[src/rtl/piso_pkg.sv]
// Shared types and helpers for the parallel-in/serial-out serializer.
package piso_pkg;

    typedef enum logic {
        IDLE  = 1'b0,
        SHIFT = 1'b1
    } state_t;

    function automatic int cnt_w(input int width);
        return $clog2(width + 1);
    endfunction

endpackage

[src/rtl/piso_serializer_64bit.sv]
// Serializes a WIDTH-bit word loaded over a valid/ready handshake onto a
// single-bit valid/ready link, with back-to-back words and no idle bubble.
module piso_serializer_64bit
    import piso_pkg::*;
#(
    parameter int WIDTH     = 64,
    parameter bit MSB_FIRST = 1'b1
) (
    input  logic                    clk,
    input  logic                    reset,
    input  logic [WIDTH-1:0]        data_in,
    input  logic                    load_valid,
    output logic                    load_ready,
    output logic                    serial_out,
    output logic                    serial_valid,
    input  logic                    serial_ready,
    output logic [cnt_w(WIDTH)-1:0] bits_left,
    output logic                    done
);

    localparam int CW = cnt_w(WIDTH);

    state_t           state, state_nxt;
    logic [WIDTH-1:0] shift_reg, shift_nxt;
    logic [CW-1:0]    bits_nxt;
    logic             xfer, last_bit, load_acc;

    always_comb begin
        serial_valid = (state == SHIFT);
        xfer         = serial_valid && serial_ready;
        last_bit     = xfer && (bits_left == CW'(1));
        // Gated by reset so the source never sees ready while state is held clear
        load_ready   = !reset && ((state == IDLE) || last_bit);
        load_acc     = load_valid && load_ready;
        serial_out   = serial_valid && (MSB_FIRST ? shift_reg[WIDTH-1] : shift_reg[0]);

        state_nxt = state;
        shift_nxt = shift_reg;
        bits_nxt  = bits_left;

        if (load_acc) begin
            state_nxt = SHIFT;
            shift_nxt = data_in;
            bits_nxt  = CW'(WIDTH);
        end else if (xfer) begin
            shift_nxt = MSB_FIRST ? {shift_reg[WIDTH-2:0], 1'b0}
                                  : {1'b0, shift_reg[WIDTH-1:1]};
            bits_nxt  = bits_left - CW'(1);
            if (last_bit) begin
                state_nxt = IDLE;
            end
        end
    end

    always_ff @(posedge clk or posedge reset) begin
        if (reset) begin
            state     <= IDLE;
            shift_reg <= '0;
            bits_left <= '0;
            done      <= 1'b0;
        end else begin
            state     <= state_nxt;
            shift_reg <= shift_nxt;
            bits_left <= bits_nxt;
            done      <= last_bit;
        end
    end

endmodule

[config.mk]
export PLATFORM = sky130hd
export DESIGN_NAME = piso_serializer_64bit
export DESIGN_NICKNAME = d
export VERILOG_FILES = /design/src/rtl/piso_pkg.sv /design/src/rtl/piso_serializer_64bit.sv
export SDC_FILE = /design/constraint.sdc
export NUM_CORES = 1
export LEC_CHECK = 0
export ABC_CLOCK_PERIOD_IN_PS = 2900
export CORE_MARGIN = 2
export CORE_UTILIZATION = 46
export CTS_CLUSTER_DIAMETER = 200
export DETAILED_ROUTE_END_ITERATION = 7
export GPL_TIMING_DRIVEN = 0
export PLACE_DENSITY = 0.8
export SKIP_CTS_REPAIR_TIMING = 1
export SYNTH_ARGS = -nofsm -noshare
export SYNTH_HDL_FRONTEND = slang
export SYNTH_SLANG_ARGS = --single-unit
[constraint.sdc]
create_clock -name clk -period 2.9 [get_ports clk]
set_input_delay 0.58 -clock clk [delete_from_list [all_inputs] [get_ports clk]]
set_output_delay 0.58 -clock clk [all_outputs]
set_load 0.03 [all_outputs]
**Word level (Yosys, flattened, before mapping)**

Cells that the tools add are included.

- Bits in registers: 73
- Bits in latches: 0
- RAM bits: 0
- ROM bits: 0
- Input port bits: 68
- Output and inout port bits: 11
- Memories: 0

- Add/sub/neg operators: 1
- Multiply operators: 0
- Divide/modulo/power cells: 0
- Magnitude comparators: 0
- Equal/unequal tests: 1
- Shift operators: 0
- Multiplexer cells: 7
- Bitwise operators: 1
- Reductions and logical operators: 10

Operators by type and width:

| cell | count |
|---|---|
| 64-bit two-way mux | 2 |
| 7-bit two-way mux | 2 |
| 7-bit by 1-bit == test with 1-bit output (second input constant) | 1 |
| 7-bit by 1-bit subtractor with 7-bit output (second input constant) | 1 |
| 1-bit logical AND | 5 |
| 2-bit nonzero test | 2 |
| 1-bit two-way mux | 3 |
| 2-bit AND reduction | 1 |
| 1-bit logical NOT | 1 |
| 1-bit logical OR | 1 |
| 1-bit NOT | 1 |

**Logic depth before layout (Yosys ltp)**

- Depth in word-level cells: 7
- Gate-level depth with buffers: 8
- Mapped depth without buffers: 6

**Worst setup path after synthesis**

Ideal clock, no wire load.

- Kind: input-to-output
- Start point: input port reset
- End point: output port load_ready
- Data arrival time: 2615 ps
- Data required time: 2320 ps
- Slack: -295 ps
- Stages: 2
- Path buffers: 0
- Cells stage by stage: inv_1 > and2_1

- Longest elaborated chain between the ends: 2

RTL lines:

| element | line | source |
|---|---|---|
| start: declaration | piso_serializer_64bit.sv:10 | `input logic reset,` |
| 1-bit logical NOT (no line) | - |  |
| 1-bit logical AND | piso_serializer_64bit.sv:33 | `load_ready = !reset && ((state == IDLE) \|\| last_bit);` |
| end: declaration | piso_serializer_64bit.sv:13 | `output logic load_ready,` |

Every way passes these cells.

**Final worst setup path**

- Start point: input port serial_ready
- End point: output port load_ready

- Longest elaborated chain between the ends: 4

RTL lines:

| element | line | source |
|---|---|---|
| start: declaration | piso_serializer_64bit.sv:16 | `input logic serial_ready,` |
| 1-bit logical AND | piso_serializer_64bit.sv:30 | `xfer = serial_valid && serial_ready;` |
| 1-bit logical AND | piso_serializer_64bit.sv:31 | `last_bit = xfer && (bits_left == CW'(1));` |
| 1-bit logical OR | piso_serializer_64bit.sv:33 |  |
| 1-bit logical AND | piso_serializer_64bit.sv:33 |  |

Every way passes these cells.

==> reports/qor.yml <==
worst_clock_skew_ns: 0.0103
gp_congestion: 0.743
r2r.worst_path.cells: 5
grt_overflow_total: 0
slew_violations: 0
viasPerCell: 4.96
whs_endpoint: "shift_reg[0]"
synth_cell_types: 25
rsz0062_at_grt: "no"
p_comb_share_pct: 43.3
ys_seq_area_share_pct: 48.5
n_fill_cell: 665
ys.flop_type: "dfrtp_1"
syn2layout_area_growth_pct: 32.6
yosysMostFrequentCell: "mux2_2"
drt_drc_violations_left: 0
routed_wirelength_mm: 6.67
drive_above_1_share_pct: 45.6
synth.largest_area_cell: "dfrtp_1"
r2r_end: "shift_reg[52]"
numClockSinks: 73
numCtsBuffers: 9
fp.dieArea_um2: 8930
arrival_ns: 2.07
path_cells: "clkdlybuf4s50_1 > nand3b_1 > o41ai_4 > and2_1 > dlymetal6s2s_1"
synthMuxAreaShare_pct: 41.6
r2r_setup_slack_ns: 0.74
synth_compound_area_share_pct: 1.10
synthTopCellsByCount: "mux2_2, dfrtp_1, mux2_4"
dpl_cell_area_um2: 4700
clk_latency_ns: 0.33
chipHeight_um: 94.5
yosys-top-cells-area: "dfrtp_1, mux2_2, mux2_4"
drt_iter0_markers: 50
syn_nets: 324
total_power_mw: 5.04
start_util_pct: 46.6
clock.fmax_ghz: 0.377
wl_per_cell_um: 14.6
synth_seq_cells: 73
std_cell_rows: 33
tightestPinTransition_ns: 0.845
critPathKind: "input port to output pin"
hold_path_class: "register to register"
synth-edff-count: 0
powerDensity_nw_per_um2: 1010
synth_warnings: 0
cp_slowest_cell: "clkdlybuf4s50_1"
async_flop_share_pct: 100
synthAdderAreaFrac_pct: 0.664
avgSynthCellArea_um2: 14.8
cap_viol_max_count: 0
io_buffers: 78
vias: 2260
setup_viol: 0
synthXorXnorAreaFrac_pct: 1.39
die_x_um: 94.5
cts_tree: "done"
grt_pass1_vias: 2424
cp_top_family: "buffers and inverters"
slew_headroom_pct: 43.3
synth_top_family_by_area: "multiplexers"
status: "finished clean"
core_area_um2: 8090
p_switching_mw: 1.38
cts.clk_slew.worst_paths_ns: 0.07
peakVddDrop_uv: 427
nets: 416
power_frac_seq_pct: 35.5
cts_buffer_depth: 2
largest_reg_flops: 64
grt_max_degree: 41
synth_top_area_share_pct: 48.5
io_pins: 79
antenna_found_initial: 0
grt_pass1_wl_mm: 10.8
ant_nets: 0
dp_hpwl_mm: 4.87
critPathMaxStageDelay_ns: 0.55
end_kind: "output pin"
cts_root_buf: "clkbuf_8"
hold_depth: 2
period_share_pct: 91.5
synth-simple-area-share_pct: 3.62
crit_fanout: 6
first_pass_iters: 4
hold_start: "shift_reg[0]"
htree_levels: 3
hold_viol_final: 0
synthesis.instances: 254
fin_crit_ns: 2.65
switching_share_pct: 27.4
p_leak_nw: 2.31
crit_buf_inv: 2
n_antenna_cell: 0
fin_area_um2: 4990
track_usage_pct: 15.6
r2r_start: "serial_valid"
fin_tns_setup_ns: 0
cp.required_ns: 2.32
start_kind: "input port"
internal-power_mw: 3.66
pwr-share-clk_pct: 21.2
synthesis.area_um2: 3770
-- layout make-up --
| cell class | count | area (um2) | share of cell area [%] |
|---|---|---|---|
| Timing Repair Buffer | 80 | 811 | 16.2 |
| Buffer | 15 | 103 | 2.05 |
| Timing Repair inverter | 1 | 5.00 | 0.100 |
| Tap cell | 105 | 131 | 2.63 |
| Multi-Input combinational cell | 162 | 1820 | 36.5 |
| Clock buffer | 11 | 151 | 3.03 |
| Sequential cell | 73 | 1830 | 36.6 |
| Clock inverter | 5 | 125 | 2.51 |
| Inverter | 4 | 18.8 | 0.376 |
-- kinds of logic (layout without fill, tap and decap cells) --
kind of cell / after synthesis / in the layout
adders and majority gates: 2 / 2
buffers and inverters: 19 / 116
and+or+nand+nor: 24 / 24
xor gates and xnor gates: 6 / 6
AOI/OAI and AO/OA: 3 / 3
DFF: 73 / 73
muxes: 127 / 127
-- through the flow --
step	util (%)	hold slack [ns]	setup slack (ns)	std cells
after global routing	61.7	0.563	0.146	456
final	61.7	0.526	0.248	456
after global placement	57.9	0.522	-1.29	437
after floorplan	-	0.500	0.195	254
after detailed placement	58.1	0.523	-0.785	438
after CTS	61.5	0.533	-0.799	454
-- placed cells by master (no fill, tap or decap), drive strengths merged, types with 2 or more instances in the layout --
cell           Yosys  routed
nand2              4       4
buf               12      14
nand3b             2       2
and2               2       2
inv                4       3
nand3              2       2
clkinvlp           0       2
dfrtp             73      73
xor2               4       4
and3               3       3
nand4b             2       2
xnor2              2       2
bufinv             0       4
nor2               6       6
clkdlybuf4s50      0      77
clkbuf             3      14
mux2             126     126
ha                 2       2
-- metal layers --
| metal | share of wire [%] | track usage (%) |
|---|---|---|
| met1 | 44 | 19.7 |
| met2 | 50 | 26.1 |
| met3 | 4.9 | 3.83 |
| met4 | 1.1 | 5.80 |
| met5 | 0 | 0 |
-- power groups by stage --
stage,clock network (mW),registers (mW),logic [mW]
after detailed placement,0,1.82,2.20
after global placement,0,1.79,2.12
after global routing,1.14,1.86,2.36
after CTS,1.09,1.80,2.21
final,1.07,1.79,2.18
after floorplan,0,1.83,1.67
-- worst max-delay path by stage --
| stage | end | cells after the start | slack, ns | from |
|---|---|---|---|---|
| final | load_ready | 5 | 0.25 | serial_ready |
| after floorplan | load_ready | 2 | 0.20 | reset |
| after detailed placement | load_ready | 5 | -0.79 | reset |
| after global placement | load_ready | 4 | -1.29 | reset |
| after global routing | load_ready | 5 | 0.15 | serial_ready |
| after CTS | load_ready | 5 | -0.80 | reset |
-- worst min-delay path: stages (launching register included) --
cell	delay, ns
dfrtp_1	0.37
nand2_1	0.06
mux2i_1	0.06
(Power assumes the default switching activity.)
